File: src/rtl/regfile_wb_arbiter_if.sv
// Writeback bus between the EXE/LSU writeback sources, decode and the regfile write port.
// The arbiter sits on the slave side; the master side is driven by the EXE/LSU/decode logic.
interface regfile_wb_arbiter_if #(
    parameter int XLEN = 64
);
    logic            ex_valid;
    logic            ex_ready;
    logic [4:0]      ex_addr;
    logic [XLEN-1:0] ex_data;

    logic            ld_valid;
    logic            ld_ready;
    logic [4:0]      ld_addr;
    logic [XLEN-1:0] ld_data;

    logic            iss_valid;
    logic [4:0]      iss_rd;
    logic            iss_ready;

    logic [4:0]      rs1_addr;
    logic [4:0]      rs2_addr;
    logic            hazard;

    logic            w_ena;
    logic [4:0]      w_addr;
    logic [XLEN-1:0] w_data;
    logic [31:0]     busy_o;

    modport master (
        output ex_valid, ex_addr, ex_data,
        output ld_valid, ld_addr, ld_data,
        output iss_valid, iss_rd,
        output rs1_addr, rs2_addr,
        input  ex_ready, ld_ready, iss_ready, hazard,
        input  w_ena, w_addr, w_data, busy_o
    );

    modport slave (
        input  ex_valid, ex_addr, ex_data,
        input  ld_valid, ld_addr, ld_data,
        input  iss_valid, iss_rd,
        input  rs1_addr, rs2_addr,
        output ex_ready, ld_ready, iss_ready, hazard,
        output w_ena, w_addr, w_data, busy_o
    );
endinterface

File: src/rtl/regfile_wb_arbiter.sv
// Arbitrates the single regfile write port between execute and load-return writeback,
// and keeps a per-GPR load scoreboard for decode hazards and ex/ld write ordering.
module regfile_wb_arbiter #(
    parameter int XLEN       = 64,
    parameter int STARVE_LIM = 4
) (
    input  logic                clk,
    input  logic                rst_n,
    regfile_wb_arbiter_if.slave bus
);
    localparam int SCW = (STARVE_LIM < 1) ? 1 : $clog2(STARVE_LIM + 1);
    localparam logic [SCW-1:0] STARVE_MAX = SCW'(STARVE_LIM);

    logic [31:0]     busy;
    logic [31:0]     busy_nxt;
    logic [SCW-1:0]  starve_cnt;
    logic            w_ena_q;
    logic [4:0]      w_addr_q;
    logic [XLEN-1:0] w_data_q;

    logic ex_elig;
    logic ld_elig;
    logic grant_ex;
    logic grant_ld;
    logic iss_ok;
    logic iss_take;
    logic rs1_haz;
    logic rs2_haz;

    // Load return wins by default; ex only overrides once it has waited STARVE_LIM cycles.
    always_comb begin
        ld_elig  = bus.ld_valid;
        ex_elig  = bus.ex_valid & ~(busy[bus.ex_addr] & (bus.ex_addr != 5'd0));
        grant_ex = ex_elig & (~ld_elig | (starve_cnt == STARVE_MAX));
        grant_ld = ld_elig & ~grant_ex;
        iss_ok   = ~busy[bus.iss_rd] | (bus.iss_rd == 5'd0);
        iss_take = bus.iss_valid & iss_ok & (bus.iss_rd != 5'd0);
    end

    // A fresh issue to the same rd as a returning load must leave the bit set.
    always_comb begin
        busy_nxt = busy;
        if (grant_ld) begin
            busy_nxt[bus.ld_addr] = 1'b0;
        end
        if (iss_take) begin
            busy_nxt[bus.iss_rd] = 1'b1;
        end
        busy_nxt[0] = 1'b0;
    end

    // The regfile read port is not bypassed, so a write in flight also counts as a hazard.
    always_comb begin
        rs1_haz = (bus.rs1_addr != 5'd0) &
                  (busy[bus.rs1_addr] | (w_ena_q & (w_addr_q == bus.rs1_addr)));
        rs2_haz = (bus.rs2_addr != 5'd0) &
                  (busy[bus.rs2_addr] | (w_ena_q & (w_addr_q == bus.rs2_addr)));
    end

    always_ff @(posedge clk or negedge rst_n) begin
        if (!rst_n) begin
            busy       <= '0;
            starve_cnt <= '0;
            w_ena_q    <= 1'b0;
            w_addr_q   <= 5'd0;
            w_data_q   <= '0;
        end else begin
            busy <= busy_nxt;
            if (grant_ex || !ex_elig) begin
                starve_cnt <= '0;
            end else if (starve_cnt != STARVE_MAX) begin
                starve_cnt <= starve_cnt + SCW'(1);
            end
            if (grant_ld) begin
                w_ena_q  <= (bus.ld_addr != 5'd0);
                w_addr_q <= bus.ld_addr;
                w_data_q <= bus.ld_data;
            end else if (grant_ex) begin
                w_ena_q  <= (bus.ex_addr != 5'd0);
                w_addr_q <= bus.ex_addr;
                w_data_q <= bus.ex_data;
            end else begin
                w_ena_q  <= 1'b0;
            end
        end
    end

    assign bus.ex_ready  = grant_ex;
    assign bus.ld_ready  = grant_ld;
    assign bus.iss_ready = iss_ok;
    assign bus.hazard    = rs1_haz | rs2_haz;
    assign bus.w_ena     = w_ena_q;
    assign bus.w_addr    = w_addr_q;
    assign bus.w_data    = w_data_q;
    assign bus.busy_o    = busy;
endmodule

File: src/flat_wrapper.sv
// flat-port wrapper written by rule: the top's interface ports become plain ports
module regfile_wb_arbiter_flat 
#(
    parameter int XLEN       = 64,
    parameter int STARVE_LIM = 4
)
  (clk, rst_n, bus_ex_valid, bus_ex_addr, bus_ex_data, bus_ld_valid, bus_ld_addr, bus_ld_data, bus_iss_valid, bus_iss_rd, bus_rs1_addr, bus_rs2_addr, bus_ex_ready, bus_ld_ready, bus_iss_ready, bus_hazard, bus_w_ena, bus_w_addr, bus_w_data, bus_busy_o);
  regfile_wb_arbiter_if #(.XLEN(XLEN)) bus_i ();
  input  logic clk;
  input  logic rst_n;
  input wire logic [$bits(bus_i.ex_valid)-1:0] bus_ex_valid;
  input wire logic [$bits(bus_i.ex_addr)-1:0] bus_ex_addr;
  input wire logic [$bits(bus_i.ex_data)-1:0] bus_ex_data;
  input wire logic [$bits(bus_i.ld_valid)-1:0] bus_ld_valid;
  input wire logic [$bits(bus_i.ld_addr)-1:0] bus_ld_addr;
  input wire logic [$bits(bus_i.ld_data)-1:0] bus_ld_data;
  input wire logic [$bits(bus_i.iss_valid)-1:0] bus_iss_valid;
  input wire logic [$bits(bus_i.iss_rd)-1:0] bus_iss_rd;
  input wire logic [$bits(bus_i.rs1_addr)-1:0] bus_rs1_addr;
  input wire logic [$bits(bus_i.rs2_addr)-1:0] bus_rs2_addr;
  output wire logic [$bits(bus_i.ex_ready)-1:0] bus_ex_ready;
  output wire logic [$bits(bus_i.ld_ready)-1:0] bus_ld_ready;
  output wire logic [$bits(bus_i.iss_ready)-1:0] bus_iss_ready;
  output wire logic [$bits(bus_i.hazard)-1:0] bus_hazard;
  output wire logic [$bits(bus_i.w_ena)-1:0] bus_w_ena;
  output wire logic [$bits(bus_i.w_addr)-1:0] bus_w_addr;
  output wire logic [$bits(bus_i.w_data)-1:0] bus_w_data;
  output wire logic [$bits(bus_i.busy_o)-1:0] bus_busy_o;
  assign bus_i.ex_valid = bus_ex_valid;
  assign bus_i.ex_addr = bus_ex_addr;
  assign bus_i.ex_data = bus_ex_data;
  assign bus_i.ld_valid = bus_ld_valid;
  assign bus_i.ld_addr = bus_ld_addr;
  assign bus_i.ld_data = bus_ld_data;
  assign bus_i.iss_valid = bus_iss_valid;
  assign bus_i.iss_rd = bus_iss_rd;
  assign bus_i.rs1_addr = bus_rs1_addr;
  assign bus_i.rs2_addr = bus_rs2_addr;
  assign bus_ex_ready = bus_i.ex_ready;
  assign bus_ld_ready = bus_i.ld_ready;
  assign bus_iss_ready = bus_i.iss_ready;
  assign bus_hazard = bus_i.hazard;
  assign bus_w_ena = bus_i.w_ena;
  assign bus_w_addr = bus_i.w_addr;
  assign bus_w_data = bus_i.w_data;
  assign bus_busy_o = bus_i.busy_o;
  regfile_wb_arbiter #(.XLEN(XLEN), .STARVE_LIM(STARVE_LIM)) u_core (.clk(clk), .rst_n(rst_n), .bus(bus_i));
endmodule
File: config.mk
export PLATFORM = sky130hd
export DESIGN_NAME = regfile_wb_arbiter_flat
export DESIGN_NICKNAME = d
export VERILOG_FILES = /design/src/rtl/regfile_wb_arbiter_if.sv /design/src/rtl/regfile_wb_arbiter.sv /design/src/flat_wrapper.sv
export SDC_FILE = /design/constraint.sdc
export NUM_CORES = 1
export LEC_CHECK = 0
export BUFFER_PORTS_ARGS = -buffer_cell sky130_fd_sc_hd__buf_4
export CORE_MARGIN = 8
export CORE_UTILIZATION = 50
export DETAILED_ROUTE_END_ITERATION = 10
export MAX_ROUTING_LAYER = met4
export PLACE_DENSITY_LB_ADDON = 0.05
export SYNTH_ARGS = -nofsm -noshare
export SYNTH_HDL_FRONTEND = slang
export SYNTH_SLANG_ARGS = --single-unit
File: constraint.sdc
create_clock -name clk -period 2.9 [get_ports clk]
set_input_delay 0.29 -clock clk [delete_from_list [all_inputs] [get_ports clk]]
set_output_delay 0.29 -clock clk [all_outputs]
set_load 0.03 [all_outputs]
Word level (Yosys, flattened, before mapping)
Cells that the tools add are included.
{"block": "op_classes", "n_addsub": 1, "order_cmp": 7, "n_eq_ne": 4, "muxes": 22, "bitwise_logic": 22, "n_reduce_logical": 12}
{"cell": "two-way mux 64 bit", "n": 2}
{"cell": "two-way mux 32 bit", "n": 2}
{"cell": "bitwise AND 32 bit", "n": 1}
{"cell": "inverter 32 bit", "n": 1}
{"cell": "OR 32 bit", "n": 1}
{"cell": "less-than comparator 5 x 6 -> 1 bit, second input constant", "n": 5}
{"cell": "nonzero test 5 bit", "n": 5}
{"cell": "binary-select mux 1 bit (select 5 bit)", "n": 4}
{"cell": "bitwise AND 1 bit", "n": 10}
{"cell": "demux 1 bit (select 5 bit)", "n": 2}
{"cell": "== test 5 bit", "n": 2}
{"cell": "greater-or-equal comparator 5 x 1 -> 1 bit, second input constant", "n": 2}
{"cell": "two-way mux 5 bit", "n": 2}
{"cell": "two-way mux 1 bit", "n": 8}
{"cell": "two-way mux 3 bit", "n": 2}
{"cell": "zero test 5 bit", "n": 1}
{"cell": "OR 1 bit", "n": 5}
{"cell": "inverter 1 bit", "n": 4}
{"cell": "nonzero test 2 bit", "n": 2}
{"cell": "adder 3 x 1 -> 3 bit, second input constant", "n": 1}
{"cell": "== test 3 bit, second input constant", "n": 1}
{"cell": "!= test 3 bit, second input constant", "n": 1}
{"cell": "logical AND 1 bit", "n": 2}
{"cell": "zero test 1 bit", "n": 1}
{"cell": "logical OR 1 bit", "n": 1}
{"block": "word_totals", "register_bits": 104, "in_bits": 158, "out_inout_bits": 106}

Depth between registers and ports, before layout
{"block": "logic_depth", "depth_word": 11, "mapped_depth": 9, "ltp_nobuf": 7}

Worst setup path before layout
Ideal clock, no wire load.
{"block": "synth_timing", "kind": "input port to output port", "startpoint": "in bus_iss_rd[0]", "endpoint": "out bus_iss_ready", "arrival_ns": 2.453, "required_time_ns": 2.610, "path_slack_ns": 0.157, "cell_stages": 5, "path_cell_list": "clkbuf_1 > clkbuf_1 > mux4_2 > mux4_2 > mux2i_1"}
{"block": "synth_between", "elab_chain_len": 4, "elab_cells_between_ends": 5, "classes_between": "2 x mux; 2 x bitwise; 1 x reduce/logical"}
{"element": "start, declared", "line_no": "flat_wrapper.sv:18", "rtl": "input wire logic [$bits(bus_i.iss_rd)-1:0] bus_iss_rd;"}
{"element": "binary-select mux 1 bit (select 5 bit)", "line_no": "regfile_wb_arbiter.sv:36", "rtl": "iss_ok = ~busy[bus.iss_rd] | (bus.iss_rd == 5'd0);"}
{"element": "two-way mux 1 bit (implied by the code)", "line_no": "regfile_wb_arbiter.sv:36"}
{"element": "inverter 1 bit", "line_no": "regfile_wb_arbiter.sv:36"}
{"element": "OR 1 bit (*)", "line_no": "regfile_wb_arbiter.sv:36"}
{"element": "end, declared", "line_no": "flat_wrapper.sv:23", "rtl": "output wire logic [$bits(bus_i.iss_ready)-1:0] bus_iss_ready;"}
Mark *: on every way between the ends. The rest lies on a longest branch, timed or not. The select of a mux whose other input is x is not followed.

Worst setup path in the final report
{"block": "layout_timing", "startpoint": "reg u_core.busy[30], in the netlist u_core.bus.busy_o[30]", "endpoint": "out bus_ld_ready"}
{"block": "layout_between", "elab_chain_len": 8}
{"element": "start, declared", "line_no": "regfile_wb_arbiter.sv:14", "rtl": "logic [31:0] busy;"}
{"element": "start signal, assigned", "line_no": "regfile_wb_arbiter.sv:68", "rtl": "busy <= busy_nxt;"}
{"element": "binary-select mux 1 bit (select 5 bit)", "line_no": "regfile_wb_arbiter.sv:33", "rtl": "ex_elig = bus.ex_valid & ~(busy[bus.ex_addr] & (bus.ex_addr != 5'd0));"}
{"element": "two-way mux 1 bit (implied by the code)", "line_no": "regfile_wb_arbiter.sv:33"}
{"element": "bitwise AND 1 bit", "line_no": "regfile_wb_arbiter.sv:33"}
{"element": "inverter 1 bit", "line_no": "regfile_wb_arbiter.sv:33"}
{"element": "bitwise AND 1 bit", "line_no": "regfile_wb_arbiter.sv:33"}
{"element": "bitwise AND 1 bit", "line_no": "regfile_wb_arbiter.sv:34", "rtl": "grant_ex = ex_elig & (~ld_elig | (starve_cnt == STARVE_MAX));"}
{"element": "inverter 1 bit", "line_no": "regfile_wb_arbiter.sv:35", "rtl": "grant_ld = ld_elig & ~grant_ex;"}
{"element": "bitwise AND 1 bit", "line_no": "regfile_wb_arbiter.sv:35"}
{"element": "end, declared", "line_no": "flat_wrapper.sv:22", "rtl": "output wire logic [$bits(bus_i.ld_ready)-1:0] bus_ld_ready;"}
No other way between the ends. The select of a mux whose other input is x is not followed.

==> qor.csv <==
stage,metric,value,unit
timing,Fin Setup TNS,0,ns
yosys,commonest cells in the synthesized netlist,"inv_1 (108), dfrtp_1 (104), nor2_1 (88)",
worst_setup_path,R2R cell count,8,
worst_setup_path,kind of critical path,flop to primary output,
worst_setup_path,largest fanout on the critical path,69,
timing,fin crit period,2.80,ns
yosys,mapped cell area,6790,µm²
yosys,top_reg_cell synth,dfrtp_1,
timing,fin crit share,96.6,%
yosys,Synth area leader,dfrtp_1,
routing,ANT nets after route,0,
grt,All-Layer GR Usage,27.3,%
worst_hold_path,Hold Crit Class,primary input to async pin,
worst_setup_path,Critical Path AT,2.51,ns
timing,final hold violation count,0,
cells_and_area,layout cell share with drive strength beyond 1,34.7,%
routing,Pre-antenna DRT Iters,6,
timing,worst hold slack,0.0545,ns
clock_network,clock buffer count from CTS,9,
cells_and_area,Area growth syn-to-layout,35.4,%
yosys,Synth area leaders,"dfrtp_1 (38%), mux4_2 (9.6%), inv_1 (6.0%)",
clock_network,count of hold-fix buffers inserted at cts,0,
worst_setup_path,CP endpoint kind,primary output,
clock_network,clk sinks,104,
floorplanning,I/O pin count,264,
routing,Vias/cell,5.96,
timing,Worst Skew,0.0108,ns
timing,Max Slew Vio Count,0,
yosys,Post-synth EDFFs,0,
worst_setup_path,worst path required time,2.61,ns
yosys,Cell variety after synth,58,
yosys,area share of the largest cell type after synthesis,38.3,%
yosys,yosys warns,0,
cells_and_area,ANT cells,0,
routing,Initial DRC Count,732,
timing,Max transition margin,41.0,%
timing,worst slew pin tran,0.885,ns
placement,DP Wirelength,18.2,mm
yosys,#FFs+latches synth,104,
timing,RSZ-0062 raised after global routing,false,
yosys,async set-or-reset flop fraction in the synthesized netlist,100,%
floorplanning,die area,17600,µm²
power,Max IR drop VDD,0.458,mV
power,PwrDens,609,nW/µm²
grt,largest net degree at the start of global routing,70,
flow_run,max cap viols,0,
routing,wire per inst,21.2,µm
worst_setup_path,CP Launch Type,flop,
routing,final WL,24.2,mm
floorplanning,Die Y,133,µm
timing,final setup vio count,0,
clock_network,clock tree from TritonCTS,done,
cells_and_area,nets@finish,1123,
floorplanning,cell row count,42,
yosys,gate count after technology mapping,734,
floorplanning,Starting Density,51.3,%
clock_network,worst skew pair latency,0.36,ns
grt,vias in the first global route,6673,
clock_network,H-tree levels,3,
yosys,register area share after synthesis,38.3,%
floorplanning,core area,13200,µm²
status,outcome,"finished, final reports clean",
routing,DR DRC count,0,
worst_setup_path,FF-to-FF Start,u_core.bus.busy_o[8],
timing,Peak Freq,357,MHz
grt,"Remaining Overflow, GRT",0,
worst_setup_path,worst flop-to-flop path endpoint,u_core.bus.w_data[42],
grt,first-pass GRT wire length,37.6,mm
clock_network,Clock Path Buffers,2,
power,leak pwr,0.00449,µW
placement,placer congestion estimate,0.933,
clock_network,clk slew on worst S/H paths,0.07,ns
floorplanning,Die Wd,133,µm
worst_setup_path,reg2reg setup slack,0.33,ns
yosys,most common cell in the netlist,inv_1,
yosys,Post-Syn Nets,894,
yosys,Syn Area/Cell,9.25,µm²
clock_network,clk root buf,clkbuf_16,
grt,initial antenna violation count,0,
placement,IO Port Bufs,262,
routing,Vias,6813,
## cells in the final DEF (no fill, tap or decap), types with 29 or more instances in the layout
master and count:
buf_4 273, inv_1 108, nand2b_1 38, dfrtp_1 104
mux4_2 29, a222oi_1 34, a21oi_1 69, nand2_1 35
nor2_1 88, o2bb2ai_1 33, a221o_1 37
## repair_timing
action / in CTS / in global routing
resized for setup: 0 / 0
endpoints found under the setup margin: 0 / 1
buffers inserted: 0 / 2
## report_power, final
group | internal [µW] | total [µW] | leakage (µW) | switching, µW
clock network | 706 | 1290 | 0.000152 | 580
registers | 1710 | 2040 | 0.00124 | 332
logic | 989 | 2280 | 0.00310 | 1290
total | 3400 | 5600 | 0.00449 | 2200
## critical path, cell delays in order, from the launching register on
cell	delay, ns
dfrtp_1	0.48
mux4_2	0.28
mux2i_1	0.09
a22o_2	0.36
a221oi_4	0.35
buf_12	0.32
buf_4	0.23
## layer usage
metal	vias up	routed length, µm	global-route usage [%]	share of wire [%]
met4	0	385	7.89	1.6
li1	3120	-	-	-
met3	27	2190	5.72	9.0
met2	372	11500	41.9	47
met5	-	0	-	0
met1	3294	10200	35.8	42
## logic make-up after synthesis
kind of cell,count (synthesis),synth area share [%]
AND/OR/NAND/NOR,215,15.4
AO/OA/AOI/OAI,193,22.9
buffers and inverters,167,10.0
flip-flops,104,38.3
multiplexers,41,11.5
XOR/XNOR,11,1.42
adder cells (fa/ha/maj),2,0.369
other,1,0.0552
## worst max path at each step
stage	startpoint	endpoint	slack [ns]	cells after the start
after floorplan	bus_iss_rd[0]	bus_iss_ready	0.16	5
after global placement	bus_ex_addr[1]	u_core.bus.w_addr[0]	0.33	7
after detailed placement	bus_ex_addr[1]	u_core.bus.w_addr[0]	0.31	7
after CTS	u_core.bus.busy_o[8]	bus_ld_ready	0.08	6
after global routing	u_core.bus.busy_o[19]	bus_ld_ready	0.03	6
final	u_core.bus.busy_o[30]	bus_ld_ready	0.1	6
## flip-flops by register name, indices dropped and copies added (netlist names)
signal	cells
u_core.starve_cnt	3
u_core.bus.w_addr	5
u_core.bus.busy_o	31
u_core.bus.w_data	64
u_core.bus.w_ena	1
## through the flow
step / power, µW / instance area, µm² / setup WS, ns / std cells / utilization (%)
after detailed placement: 4330 / 8860 / 0.307 / 1126 / 66.9
final: 5600 / 9190 / 0.0978 / 1144 / 69.4
after floorplan: 3340 / 6790 / 0.157 / 734 / -
after global placement: 4280 / 8860 / 0.331 / 1126 / 66.9
after CTS: 5610 / 9180 / 0.0786 / 1142 / 69.3
after global routing: 5830 / 9190 / 0.0338 / 1144 / 69.4
## layout make-up
class,count,area (µm²)
fillers,1069,4050
multi-input cells,463,3530
flip-flops and latches,104,2600
repair buffers,276,2110
inverters,109,409
clock buffers,10,239
well taps,176,220
clock inverters,6,76.3
No activity file was read; power rests on OpenSTA's default activity.
